`src/rtl/mpu_bus_sync_pkg.sv`:
```
// rtl/mpu_bus_sync_pkg.sv - shared widths and FSM state encoding for the MCU bus front end
//
// Purpose : common definitions imported by the interface and the top module.
// Contents: default address/data widths, error counter width, 2-bit FSM state type.

package mpu_bus_sync_pkg;

  localparam int MPU_ADDR_WIDTH          = 16;
  localparam int MPU_DATA_WIDTH          = 16;
  localparam int MPU_BUS_ERR_COUNT_WIDTH = 8;

  typedef enum logic [1:0] {
    ST_IDLE  = 2'd0,
    ST_WRITE = 2'd1,
    ST_READ  = 2'd2,
    ST_HOLD  = 2'd3
  } mpu_state_t;

endpackage

```
`src/rtl/mpu_bus_sync_if.sv`:
```
// rtl/mpu_bus_sync_if.sv - MCU pin and core MPU port bundle for mpu_bus_sync
//
// Purpose : groups the MCU-side pins and the core-side MPU port into one bundle.
// Modports:
//   slave  - the bridge: takes MCU pins and core read data, drives core strobes,
//            address/data, MCU wait and read-data/output-enable.
//   master - the environment (MCU + core) view, directions reversed.
// All strobes, wait and byte enables are active low (leading underscore).

interface mpu_bus_sync_if
  import mpu_bus_sync_pkg::*;
#(
  parameter int ADDR_WIDTH = MPU_ADDR_WIDTH,
  parameter int DATA_WIDTH = MPU_DATA_WIDTH
);

  logic                  _mcu_en;
  logic                  _mcu_rd;
  logic                  _mcu_wr;
  logic [1:0]            _mcu_be;
  logic [ADDR_WIDTH-1:0] mcu_addr;
  logic [DATA_WIDTH-1:0] mcu_data_in;
  logic [DATA_WIDTH-1:0] mcu_data_out;
  logic                  mcu_data_oe;
  logic                  _mcu_wait;
  logic                  _core_en;
  logic                  _core_rd;
  logic                  _core_wr;
  logic [1:0]            _core_be;
  logic [ADDR_WIDTH-1:0] core_addr;
  logic [DATA_WIDTH-1:0] core_data_out;
  logic [DATA_WIDTH-1:0] core_data_in;

  modport slave (
    input  _mcu_en, _mcu_rd, _mcu_wr, _mcu_be, mcu_addr, mcu_data_in, core_data_in,
    output mcu_data_out, mcu_data_oe, _mcu_wait,
    output _core_en, _core_rd, _core_wr, _core_be, core_addr, core_data_out
  );

  modport master (
    output _mcu_en, _mcu_rd, _mcu_wr, _mcu_be, mcu_addr, mcu_data_in, core_data_in,
    input  mcu_data_out, mcu_data_oe, _mcu_wait,
    input  _core_en, _core_rd, _core_wr, _core_be, core_addr, core_data_out
  );

endinterface

```
`src/rtl/bit_synchronizer.sv`:
```
// rtl/bit_synchronizer.sv - multi-flop single-bit synchroniser with async active-low reset
//
// Purpose : brings one asynchronous level into the clk domain.
// Ports   : clk, rst_n (async, active low), d (async in), q (synchronised out).
// Params  : STAGES (>=2 flops), RESET_VALUE (value of every flop in reset).

module bit_synchronizer #(
  parameter int   STAGES      = 2,
  parameter logic RESET_VALUE = 1'b1
) (
  input  logic clk,
  input  logic rst_n,
  input  logic d,
  output logic q
);

  logic [STAGES-1:0] sync_q;

  always_ff @(posedge clk or negedge rst_n) begin
    if (!rst_n) begin
      sync_q <= {STAGES{RESET_VALUE}};
    end else begin
      sync_q <= {sync_q[STAGES-2:0], d};
    end
  end

  assign q = sync_q[STAGES-1];

endmodule

```
`src/rtl/mpu_bus_sync.sv`:
```
// rtl/mpu_bus_sync.sv - MCU strobe synchroniser and single-access bridge to the core MPU port
//
// Purpose : synchronises the async MCU strobes, latches addr/data/byte enables and
//           issues exactly one core access per MCU strobe, returning read data
//           with an active-low wait handshake.
// Ports   : clk, _reset (async, active low), bus (mpu_bus_sync_if.slave).
//           With MPU_BUS_ERR_EN defined: err_clear (in), err_count (out, 8 bits),
//           a saturating count of rd+wr protocol errors.
// Params  : ADDR_WIDTH, DATA_WIDTH, SYNC_STAGES (>=2), READ_LATENCY (1..15).

module mpu_bus_sync
  import mpu_bus_sync_pkg::*;
#(
  parameter int ADDR_WIDTH   = MPU_ADDR_WIDTH,
  parameter int DATA_WIDTH   = MPU_DATA_WIDTH,
  parameter int SYNC_STAGES  = 2,
  parameter int READ_LATENCY = 1
) (
  input  logic clk,
  input  logic _reset,
  mpu_bus_sync_if.slave bus
`ifdef MPU_BUS_ERR_EN
  ,
  input  logic                               err_clear,
  output logic [MPU_BUS_ERR_COUNT_WIDTH-1:0] err_count
`endif
);

  logic s_en, s_rd, s_wr;
  logic rd_req, wr_req;

  bit_synchronizer #(.STAGES(SYNC_STAGES), .RESET_VALUE(1'b1)) u_sync_en (
    .clk(clk), .rst_n(_reset), .d(bus._mcu_en), .q(s_en));
  bit_synchronizer #(.STAGES(SYNC_STAGES), .RESET_VALUE(1'b1)) u_sync_rd (
    .clk(clk), .rst_n(_reset), .d(bus._mcu_rd), .q(s_rd));
  bit_synchronizer #(.STAGES(SYNC_STAGES), .RESET_VALUE(1'b1)) u_sync_wr (
    .clk(clk), .rst_n(_reset), .d(bus._mcu_wr), .q(s_wr));

  // Both strobes low matches neither request, so the FSM stays in IDLE.
  assign rd_req = ~s_en & ~s_rd &  s_wr;
  assign wr_req = ~s_en & ~s_wr &  s_rd;

  mpu_state_t            state, next_state;
  logic [3:0]            lat_cnt;
  logic                  lat_done;
  logic                  last_rd;
  logic                  core_en_d, core_rd_d, core_wr_d;
  logic                  core_en_q, core_rd_q, core_wr_q, wait_q;
  logic [1:0]            core_be_q;
  logic [ADDR_WIDTH-1:0] core_addr_q;
  logic [DATA_WIDTH-1:0] core_wdata_q;
  logic [DATA_WIDTH-1:0] rdata_q;

  assign lat_done = (lat_cnt == 4'(READ_LATENCY - 1));

  always_ff @(posedge clk or negedge _reset) begin
    if (!_reset) begin
      state <= ST_IDLE;
    end else begin
      state <= next_state;
    end
  end

  // Strobes are decoded from next_state and registered, so they change on the
  // same edge as the state and cannot glitch on state-decode transitions.
  always_comb begin
    next_state = state;
    unique case (state)
      ST_IDLE: begin
        if (wr_req) begin
          next_state = ST_WRITE;
        end else if (rd_req) begin
          next_state = ST_READ;
        end
      end
      ST_WRITE: next_state = ST_HOLD;
      ST_READ:  if (lat_done) next_state = ST_HOLD;
      ST_HOLD: begin
        // Wait for the MCU to drop this strobe so a long strobe is one access.
        if (s_en || (last_rd ? s_rd : s_wr)) next_state = ST_IDLE;
      end
      default: next_state = ST_IDLE;
    endcase
    core_wr_d = (next_state != ST_WRITE);
    core_rd_d = (next_state != ST_READ);
    core_en_d = core_wr_d & core_rd_d;
  end

  always_ff @(posedge clk or negedge _reset) begin
    if (!_reset) begin
      core_en_q    <= 1'b1;
      core_rd_q    <= 1'b1;
      core_wr_q    <= 1'b1;
      wait_q       <= 1'b1;
      core_be_q    <= 2'b11;
      core_addr_q  <= '0;
      core_wdata_q <= '0;
      rdata_q      <= '0;
      lat_cnt      <= '0;
      last_rd      <= 1'b0;
    end else begin
      core_en_q <= core_en_d;
      core_rd_q <= core_rd_d;
      core_wr_q <= core_wr_d;
      wait_q    <= core_en_d;
      // Latch only when an access starts; held stable until the next one.
      if (state == ST_IDLE && (rd_req || wr_req)) begin
        core_addr_q  <= bus.mcu_addr;
        core_be_q    <= bus._mcu_be;
        core_wdata_q <= bus.mcu_data_in;
        last_rd      <= rd_req;
      end
      if (state == ST_READ) begin
        lat_cnt <= lat_cnt + 4'd1;
        if (lat_done) rdata_q <= bus.core_data_in;
      end else begin
        lat_cnt <= '0;
      end
    end
  end

  assign bus._core_en      = core_en_q;
  assign bus._core_rd      = core_rd_q;
  assign bus._core_wr      = core_wr_q;
  assign bus._core_be      = core_be_q;
  assign bus.core_addr     = core_addr_q;
  assign bus.core_data_out = core_wdata_q;
  assign bus._mcu_wait     = wait_q;
  assign bus.mcu_data_out  = rdata_q;
  // Raw pin gating releases the data bus as soon as the MCU turns it around.
  assign bus.mcu_data_oe   = (state == ST_HOLD) & last_rd & ~bus._mcu_rd;

`ifdef MPU_BUS_ERR_EN
  logic                               err_cond, err_cond_q;
  logic [MPU_BUS_ERR_COUNT_WIDTH-1:0] err_cnt_q;

  assign err_cond = ~s_en & ~s_rd & ~s_wr;

  always_ff @(posedge clk or negedge _reset) begin
    if (!_reset) begin
      err_cond_q <= 1'b0;
      err_cnt_q  <= '0;
    end else begin
      err_cond_q <= err_cond;
      if (err_clear) begin
        err_cnt_q <= '0;
      end else if (err_cond && !err_cond_q && !(&err_cnt_q)) begin
        err_cnt_q <= err_cnt_q + 1'b1;
      end
    end
  end

  assign err_count = err_cnt_q;
`endif

endmodule
```
`src/flat_wrapper.sv`:
```
// flat-port wrapper written by rule: the top's interface ports become plain ports
module mpu_bus_sync_flat import mpu_bus_sync_pkg::*;
#(
  parameter int ADDR_WIDTH   = MPU_ADDR_WIDTH,
  parameter int DATA_WIDTH   = MPU_DATA_WIDTH,
  parameter int SYNC_STAGES  = 2,
  parameter int READ_LATENCY = 1
)
  (clk, _reset, bus__mcu_en, bus__mcu_rd, bus__mcu_wr, bus__mcu_be, bus_mcu_addr, bus_mcu_data_in, bus_core_data_in, bus_mcu_data_out, bus_mcu_data_oe, bus__mcu_wait, bus__core_en, bus__core_rd, bus__core_wr, bus__core_be, bus_core_addr, bus_core_data_out);
  mpu_bus_sync_if #(.ADDR_WIDTH(ADDR_WIDTH), .DATA_WIDTH(DATA_WIDTH)) bus_i ();
  input  logic clk;
  input  logic _reset;
  input wire logic [$bits(bus_i._mcu_en)-1:0] bus__mcu_en;
  input wire logic [$bits(bus_i._mcu_rd)-1:0] bus__mcu_rd;
  input wire logic [$bits(bus_i._mcu_wr)-1:0] bus__mcu_wr;
  input wire logic [$bits(bus_i._mcu_be)-1:0] bus__mcu_be;
  input wire logic [$bits(bus_i.mcu_addr)-1:0] bus_mcu_addr;
  input wire logic [$bits(bus_i.mcu_data_in)-1:0] bus_mcu_data_in;
  input wire logic [$bits(bus_i.core_data_in)-1:0] bus_core_data_in;
  output wire logic [$bits(bus_i.mcu_data_out)-1:0] bus_mcu_data_out;
  output wire logic [$bits(bus_i.mcu_data_oe)-1:0] bus_mcu_data_oe;
  output wire logic [$bits(bus_i._mcu_wait)-1:0] bus__mcu_wait;
  output wire logic [$bits(bus_i._core_en)-1:0] bus__core_en;
  output wire logic [$bits(bus_i._core_rd)-1:0] bus__core_rd;
  output wire logic [$bits(bus_i._core_wr)-1:0] bus__core_wr;
  output wire logic [$bits(bus_i._core_be)-1:0] bus__core_be;
  output wire logic [$bits(bus_i.core_addr)-1:0] bus_core_addr;
  output wire logic [$bits(bus_i.core_data_out)-1:0] bus_core_data_out;
  assign bus_i._mcu_en = bus__mcu_en;
  assign bus_i._mcu_rd = bus__mcu_rd;
  assign bus_i._mcu_wr = bus__mcu_wr;
  assign bus_i._mcu_be = bus__mcu_be;
  assign bus_i.mcu_addr = bus_mcu_addr;
  assign bus_i.mcu_data_in = bus_mcu_data_in;
  assign bus_i.core_data_in = bus_core_data_in;
  assign bus_mcu_data_out = bus_i.mcu_data_out;
  assign bus_mcu_data_oe = bus_i.mcu_data_oe;
  assign bus__mcu_wait = bus_i._mcu_wait;
  assign bus__core_en = bus_i._core_en;
  assign bus__core_rd = bus_i._core_rd;
  assign bus__core_wr = bus_i._core_wr;
  assign bus__core_be = bus_i._core_be;
  assign bus_core_addr = bus_i.core_addr;
  assign bus_core_data_out = bus_i.core_data_out;
  mpu_bus_sync #(.ADDR_WIDTH(ADDR_WIDTH), .DATA_WIDTH(DATA_WIDTH), .SYNC_STAGES(SYNC_STAGES), .READ_LATENCY(READ_LATENCY)) u_core (.clk(clk), ._reset(_reset), .bus(bus_i));
endmodule
```
`config.mk`:
```
export PLATFORM = sky130hd
export DESIGN_NAME = mpu_bus_sync_flat
export DESIGN_NICKNAME = d
export VERILOG_FILES = /design/src/rtl/mpu_bus_sync_pkg.sv /design/src/rtl/mpu_bus_sync_if.sv /design/src/rtl/bit_synchronizer.sv /design/src/rtl/mpu_bus_sync.sv /design/src/flat_wrapper.sv
export SDC_FILE = /design/constraint.sdc
export NUM_CORES = 1
export LEC_CHECK = 0
export CAP_MARGIN = 30
export CORE_MARGIN = 10
export CORE_UTILIZATION = 42
export DETAILED_ROUTE_END_ITERATION = 10
export PLACE_DENSITY_LB_ADDON = 0.25
export SETUP_SLACK_MARGIN = 0.1
export SYNTH_ARGS = -nofsm -noshare
export SYNTH_HDL_FRONTEND = slang
export SYNTH_HIERARCHICAL = 1
export SYNTH_SLANG_ARGS = --single-unit
```
`constraint.sdc`:
```
create_clock -name clk -period 1.9 [get_ports clk]
set_clock_uncertainty 0.1 [all_clocks]
set_input_delay 0.475 -clock clk [delete_from_list [all_inputs] [get_ports clk]]
set_output_delay 0.475 -clock clk [all_outputs]
set_load 0.05 [all_outputs]
```
* Yosys cells after proc, flatten, opt, wreduce, memory -nomap -nowiden *
Cells that the tools add are included.

storage, ports and cells
  register bits = 66
  input bits = 55
  output and inout port bits = 55

cells by class
  add/sub/neg operators = 1
  eq/ne operators = 5
  mux-type cells = 7
  bitwise gates (word level) = 11
  reduce and logical (&&, ||, !) cells = 6

operator list
  operator                                                                  count
  2-bit 2-to-1 mux                                                          4
  2-bit case mux with 4 select lines                                        1
  1-bit bitwise AND                                                         7
  4-bit by 1-bit adder with 4-bit output (second input constant)            1
  2-bit == test (second input constant)                                     2
  4-bit logical NOT                                                         1
  4-bit 2-to-1 mux                                                          1
  1-bit inverter                                                            4
  2-bit by 1-bit == test with 1-bit output (second input constant)          1
  2-bit logical NOT                                                         1
  1-bit logical OR                                                          2
  2-bit by 1-bit inequality test with 1-bit output (second input constant)  1
  2-bit inequality test (second input constant)                             1
  2-bit AND reduction                                                       1
  1-bit logical AND                                                         1
  1-bit 2-to-1 mux                                                          1

* Depth between registers and ports, before layout *
Gate-level depths: netlist (run 1).

  depth in word-level cells = 8
  gate-level depth with buffers = 8

* By module *
Netlist (run 1), hierarchy kept.

by module, submodules not included
  module            times used  cells each  area each (µm²)  sequential area each (µm²)
  mpu_bus_sync      1           156         2467.4           1507.7
  bit_synchronizer  3           2           52.6             52.6

* Worst setup path before layout (run 1) *
No wires, ideal clock.

  path kind = register to output
  start point = reg u_core.state[1]
  end point = out bus_mcu_data_oe
  arrival time = 1.736 ns
  required time = 1.325 ns
  path slack = -0.411 ns
  cell stages (with the launch flop) = 3
  cells stage by stage = dfrtp_1 nand2_1 nor3b_1

between the ends
  word-level cells in the longest chain between the ends = 3

ends and longest elaborated chain
  item                            RTL line             text
  start: declaration              mpu_bus_sync.sv:43   mpu_state_t state, next_state;
  start signal: assignment        mpu_bus_sync.sv:60   state <= next_state;
  2-bit == test                   mpu_bus_sync.sv:131  assign bus.mcu_data_oe = (state == ST_HOLD) & last_rd & ~bus._mcu_rd;
  1-bit bitwise AND (2 in a row)  mpu_bus_sync.sv:131
  end: declaration                flat_wrapper.sv:21   output wire logic [$bits(bus_i.mcu_data_oe)-1:0] bus_mcu_data_oe;

No other way between the ends.

* Worst setup path in the final report (run 1) *
  start point = reg u_core.state[0]
  end point = out bus_mcu_data_oe

Same word-level chain as after synthesis.

==> key figures, run 1 <==
Outcome
  – Outcome: completed

Setup path
  – CP Class: reg2out
  – Slowest cell on crit path: dfrtp_2
  – Cells on worst reg2reg path: 5
  – WP data required: 1320 ps
  – Max stage delay on crit path: 420 ps
  – Worst Path Max Fanout: 4
  – R2r setup slk: 150 ps
  – CP Launch Type: register
  – Worst path cell trace: nand2_4 -> nor3b_4 -> buf_12
  – Reg2reg end: u_core/bus.mcu_data_out[0]
  – Worst path bufs/invs: 1
  – Critical Path AT: 1200 ps
  – R2r startpoint: u_core/state[1]
  – Worst setup EP type: output port
  – Cell family with most CP delay: flip-flops

Place
  – Setup Slack @ Placement: -31.31 ps
  – GP Congestion: 0.7526
  – DP HPWL: 4.669 mm
  – Input/output buffers: 109
  – Placed Instances: 344
  – Area after DPL: 0.003741 mm²

Synthesis
  – Number of synthesized flops with an enable pin: 0
  – Post-synth ARST share: 1.000
  – Syn. warnings: 6
  – Synth Cell Area: 0.002625 mm²
  – Syn Area/Cell: 16.20 µm²
  – Cells after synthesis: 162
  – Post-synth net total: 221
  – Primary FF master, synth: dfrtp_1
  – Flop and latch count out of synthesis: 66
  – Distinct cells, synth: 31
  – Sequential fraction of the synthesis area: 0.6344

Clocking
  – Clk_lat worst skew: 320 ps
  – CTS sink count: 66
  – H-tree Lvls: 3
  – Clk buf depth: 2
  – Clock transition at the registers of the reported paths: 60 ps
  – TritonCTS clock tree: done
  – Root buffer cell: clkbuf_8
  – Cts bufs inserted: 9

Route
  – Drt drc: 0
  – Vias per cell: 4.774
  – 1st-iter DRT viols: 36
  – DR WL/cell: 17.54 µm
  – Initial DRT Pass Iterations: 4
  – Routed WL: 6.367 mm
  – Post-route ant nets: 0
  – Via count: 1733

Cells and area
  – Multi-input gate area in the final layout: 880.8 µm²
  – Layout net count: 342
  – Inserted Diodes: 0
  – Area Overhead vs Synth: 50.91%
  – Most common cell after layout, fill and taps aside: buf_4
  – Post-route insts no fill: 363
  – Layout cells sized above 1: 0.5139
  – Final Cell Area: 0.003961 mm²
  – Register Area: 0.001669 mm²
  – Final Util: 0.6612
  – Most frequent cells in the layout: 53 x buf_4, 52 x clkdlybuf4s50_1, 52 x dfrtp_1, 43 x mux2_2, 12 x clkbuf_8
  – Fillcell total: 457

Global route
  – Largest net degree at the start of global routing: 67
  – Vias in the first global route: 1976
  – Grt total ovfl: 0
  – First-pass GRT wire length: 10.36 mm
  – Initial antenna violation count: 0
  – Gr usage total: 0.1316

Pwr
  – Power per cell area: 2118 mW/mm²
  – P_sw: 3.836 mW
  – Comb power frac: 0.578
  – Pint: 4.555 mW
  – Leakage power: 1.778 nW
  – Max rail drop VDD: 1.234 mV
  – Overall Power: 8.391 mW
  – Sequential share of power: 0.295
  – Clock share of power: 0.127
  – Switching share of total power: 0.4571

Timing
  – Final setup TNS: 0 ps
  – Hold Vio Cnt, Final: 0
  – Fmax: 0.5644 GHz
  – Slew @ Worst Pin: 350.2 ps
  – Slew headroom: 0.7644
  – Hold slack: 51.17 ps
  – Fin crit period: 1772 ps
  – Final worst path period share: 0.9326
  – Setup WS post-layout: 128.1 ps
  – Max Slew Vio Count: 0
  – RSZ-0062 raised after global routing: yes
  – Endpoints failing setup: 0

Floorplan
  – Starting Density: 0.4382
  – Die footprint: 0.009812 mm²
  – IO Count: 110
  – Die Span Y: 99.06 µm
  – Core area: 0.005991 mm²
  – Num rows: 28
  – Die Span X: 99.06 µm

Flow run
  – Max-capacitance violation count: 0

Min path
  – HP Class: in2async
worst max path at each step:
stage          depth (start not counted)         startpoint                   end
2_1_floorplan                          7  u_core/lat_cnt[0]  u_core/bus._mcu_wait
3_3_place_gp                           3        bus__mcu_rd       bus_mcu_data_oe
3_5_place_dp                           3        bus__mcu_rd       bus_mcu_data_oe
4_1_cts                                3    u_core/state[0]       bus_mcu_data_oe
5_1_grt                                3    u_core/state[0]       bus_mcu_data_oe
6_report                               3    u_core/state[0]       bus_mcu_data_oe
cells by family (layout without fill, tap and decap cells):
group / Yosys count / after routing / share of synthesized area
DFF: 66 / 66 / 0.6344
AOI/OAI and AO/OA: 10 / 10 / 0.02908
buffers and inverters: 12 / 138 / 0.03909
xor gates and xnor gates: 3 / 3 / 0.01001
muxes: 50 / 50 / 0.2245
and+or+nand+nor: 17 / 17 / 0.04385
adders and majority gates: 4 / 4 / 0.01907
per-layer routing:
layer	track usage	part of all wire	vias up
met4	0.05623	0.0068	0
met3	0.06774	0.099	4
met5	0	0	-
li1	-	-	808
met2	0.2109	0.50	76
met1	0.1431	0.40	845
repair_timing:
item,in CTS,in global routing
hold endpoints to repair,0,0
buffers inserted,3,0
setup endpoints to repair,1,26
hold buffers,0,0
resized for setup,5,2
pin swaps,1,1
flip-flops by register name, summed over array words and instances (netlist names), 4 cells and up:
name                      cells
u_core/bus.core_addr         16
u_core/bus.core_data_out     16
u_core/bus.mcu_data_out      16
u_core/lat_cnt                4
worst reg2reg max path: stages (launching register included):
cell and delay (ps):
dfrtp_2 390, buf_4 170, nand2b_4 80, nor4b_4 310
buf_12 210, mux2_2 370
area by class of cell:
type | instances | share of cell area
Sequential cell | 66 | 0.4214
Timing Repair Buffer | 116 | 0.2808
Multi-Input combinational cell | 84 | 0.2224
Clock buffer | 14 | 0.04359
Tap cell | 75 | 0.02369
Inverter | 6 | 0.005685
Clock inverter | 2 | 0.002527
synthesized netlist by cell type, types with 2 or more instances:
master	number	share of area
dfrtp_1	55	0.52
clkbuf_8	3	0.016
mux2_2	43	0.18
mux2_4	7	0.040
a221oi_1	2	0.0067
xor2_1	2	0.0067
dfstp_2	11	0.11
a221o_1	3	0.011
a21oi_1	2	0.0038
inv_1	6	0.0086
ha_1	4	0.019
nor2_1	5	0.0072
power by group through the flow:
stage	sequential, mW	combinational [mW]	clock (mW)
2_1_floorplan	4.47	1.28	0
3_3_place_gp	2.47	4.76	0
3_5_place_dp	2.50	4.82	0
4_1_cts	2.48	4.90	1.11
5_1_grt	2.58	5.08	1.18
6_report	2.48	4.85	1.06
(Power assumes the default switching activity.)
==> inputs of run 2 (changes only) <==
--- a/config.mk
+++ b/config.mk
@@ -5,10 +5,10 @@
 export SDC_FILE = /design/constraint.sdc
 export NUM_CORES = 1
 export LEC_CHECK = 0
-export CAP_MARGIN = 30
 export CORE_MARGIN = 10
-export CORE_UTILIZATION = 42
+export CORE_UTILIZATION = 30
 export DETAILED_ROUTE_END_ITERATION = 10
+export GPL_TIMING_DRIVEN = 0
 export PLACE_DENSITY_LB_ADDON = 0.25
 export SETUP_SLACK_MARGIN = 0.1
 export SYNTH_ARGS = -nofsm -noshare
==> run 2 against run 1 <==
  * Clock power grew 5%
  * Worst hold slack gained 94 ps
  * Critical path type unchanged
  * Final area grew 1.3%
  * Register-to-register slack lost 40 ps
  * Critical endpoint unchanged
  * Worst setup slack lost 46 ps
  * Fmax shrank 2.5%
  * Sequential cell count is the same
  * Global-route usage shrank 3.1 points
  * Combinational power is essentially flat
  * Highest routed layer unchanged
==> key figures, run 2 (synthesized netlist as in run 1, its figures left out) <==
Outcome
  – Outcome: completed

Timing
  – Slew headroom: 0.4521
  – Final worst path period share: 0.9568
  – Hold Vio Cnt, Final: 0
  – Endpoints failing setup: 0
  – RSZ-0062 raised after global routing: yes
  – Max Slew Vio Count: 0
  – Fin crit period: 1818 ps
  – Slew @ Worst Pin: 821.9 ps
  – Fmax: 0.5501 GHz

Cells and area
  – Final Util: 0.4646
  – Multi-input gate area in the final layout: 918.4 µm²
  – Inserted Diodes: 0
  – Register Area: 0.001668 mm²
  – Most frequent cells in the layout: 53 x dfrtp_1, 52 x clkdlybuf4s50_1, 34 x mux2_2, 32 x clkbuf_2, 16 x mux2_4
  – Most common cell after layout, fill and taps aside: dfrtp_1
  – Layout cells sized above 1: 0.5085
  – Final Cell Area: 0.004013 mm²
  – Layout net count: 349
  – Fillcell total: 807
  – Area Overhead vs Synth: 52.86%

Global route
  – First-pass GRT wire length: 10.37 mm
  – Largest net degree at the start of global routing: 67
  – Gr usage total: 0.1008
  – Initial antenna violation count: 0
  – Grt total ovfl: 0
  – Vias in the first global route: 1968

Setup path
  – CP Launch Type: register
  – Worst Path Max Fanout: 7
  – Worst path cell trace: nand2_4 -> nor3b_4 -> buf_6
  – WP data required: 1320 ps
  – Critical Path AT: 1240 ps
  – Slowest cell on crit path: dfrtp_2
  – R2r startpoint: u_core/state[0]
  – Max stage delay on crit path: 460 ps
  – R2r setup slk: 110 ps
  – Worst setup EP type: output port
  – CP Class: reg2out
  – Reg2reg end: u_core/bus.mcu_data_out[12]
  – Cells on worst reg2reg path: 5

Place
  – GP Congestion: 0.6752
  – Area after DPL: 0.003860 mm²
  – DP HPWL: 4.884 mm
  – Input/output buffers: 109

Floorplan
  – Starting Density: 0.3040
  – Die Span Y: 113.5 µm
  – Core area: 0.008636 mm²
  – Die Span X: 113.5 µm
  – IO Count: 110
  – Num rows: 34
  – Die footprint: 0.01289 mm²

Clocking
  – TritonCTS clock tree: done
  – Root buffer cell: clkbuf_8
  – Cts bufs inserted: 9
  – Clk_lat worst skew: 330 ps
  – Clk buf depth: 2
  – Clock transition at the registers of the reported paths: 70 ps
  – H-tree Lvls: 3
  – CTS sink count: 66

Pwr
  – Leakage power: 1.802 nW
  – Power per cell area: 2090 mW/mm²
  – Max rail drop VDD: 1.116 mV

Flow run
  – Max-capacitance violation count: 0

Route
  – Via count: 1760
  – Drt drc: 0
  – DR WL/cell: 16.44 µm
  – Post-route ant nets: 0
  – Routed WL: 6.627 mm
  – Initial DRT Pass Iterations: 4
  – 1st-iter DRT viols: 36
  – Vias per cell: 4.367

Min path
  – HP Class: in2async
run 2: timing repair:
item	CTS	global route
pin swaps	0	2
gates resized for setup	141	54
hold buffers	0	0
setup buffers	2	5
setup endpoints to repair	64	73
cloned	0	1
run 2: final cells by class:
type	count	share of cell area
repair buffers	117	0.2513
flip-flops and latches	66	0.4157
multi-input cells	84	0.2289
clock inverters	4	0.01123
well taps	108	0.03368
clock buffers	12	0.03368
plain buffers	6	0.01996
inverters	6	0.005613
run 2: worst max path at each step:
stage,from,endpoint,slack [ps]
after global placement,_reset,u_core/bus.mcu_data_out[11],-2060
after detailed placement,bus__mcu_rd,bus_mcu_data_oe,-650
after CTS,u_core/state[1],bus_mcu_data_oe,40
after floorplan,u_core/lat_cnt[0],u_core/bus._mcu_wait,220
after global routing,u_core/state[1],bus_mcu_data_oe,20
final,u_core/state[1],bus_mcu_data_oe,80
run 2: power by group:
part / internal [mW] / total (mW) / switching [mW]
sequential: 2.09 / 2.43 / 0.347
combinational: 1.78 / 4.84 / 3.06
clock: 0.602 / 1.11 / 0.510
total: 4.47 / 8.39 / 3.91
run 2: critical path: cells and delay by family (launching register included):
| family | cells | cell delay (ps) |
|---|---|---|
| flops | 1 | 460 |
| simple gates | 2 | 270 |
| buf+inv | 1 | 180 |
run 2: routing by layer:
metal,vias to the layer above,track usage,wire length [µm]
li1,823,-,-
met1,862,0.1031,2419
met2,66,0.1611,3281
met3,9,0.06667,841
met4,0,0.03807,85
met5,-,0,0
run 2: per-stage QoR:
stage / worst slack, ps / total power [mW] / std cells / hold WS, ps / setup TNS (ps)
final: 82.07 / 8.385 / 403 / 145.3 / 0
after global routing: 24.37 / 8.846 / 403 / 200.4 / 0
after CTS: 38.04 / 8.362 / 397 / 162.4 / 0
after detailed placement: -654.8 / 7.402 / 379 / 249.0 / -722.3
after global placement: -2058 / 7.350 / 379 / 246.7 / -127590
after floorplan: 217.4 / 5.748 / 162 / 79.41 / 0
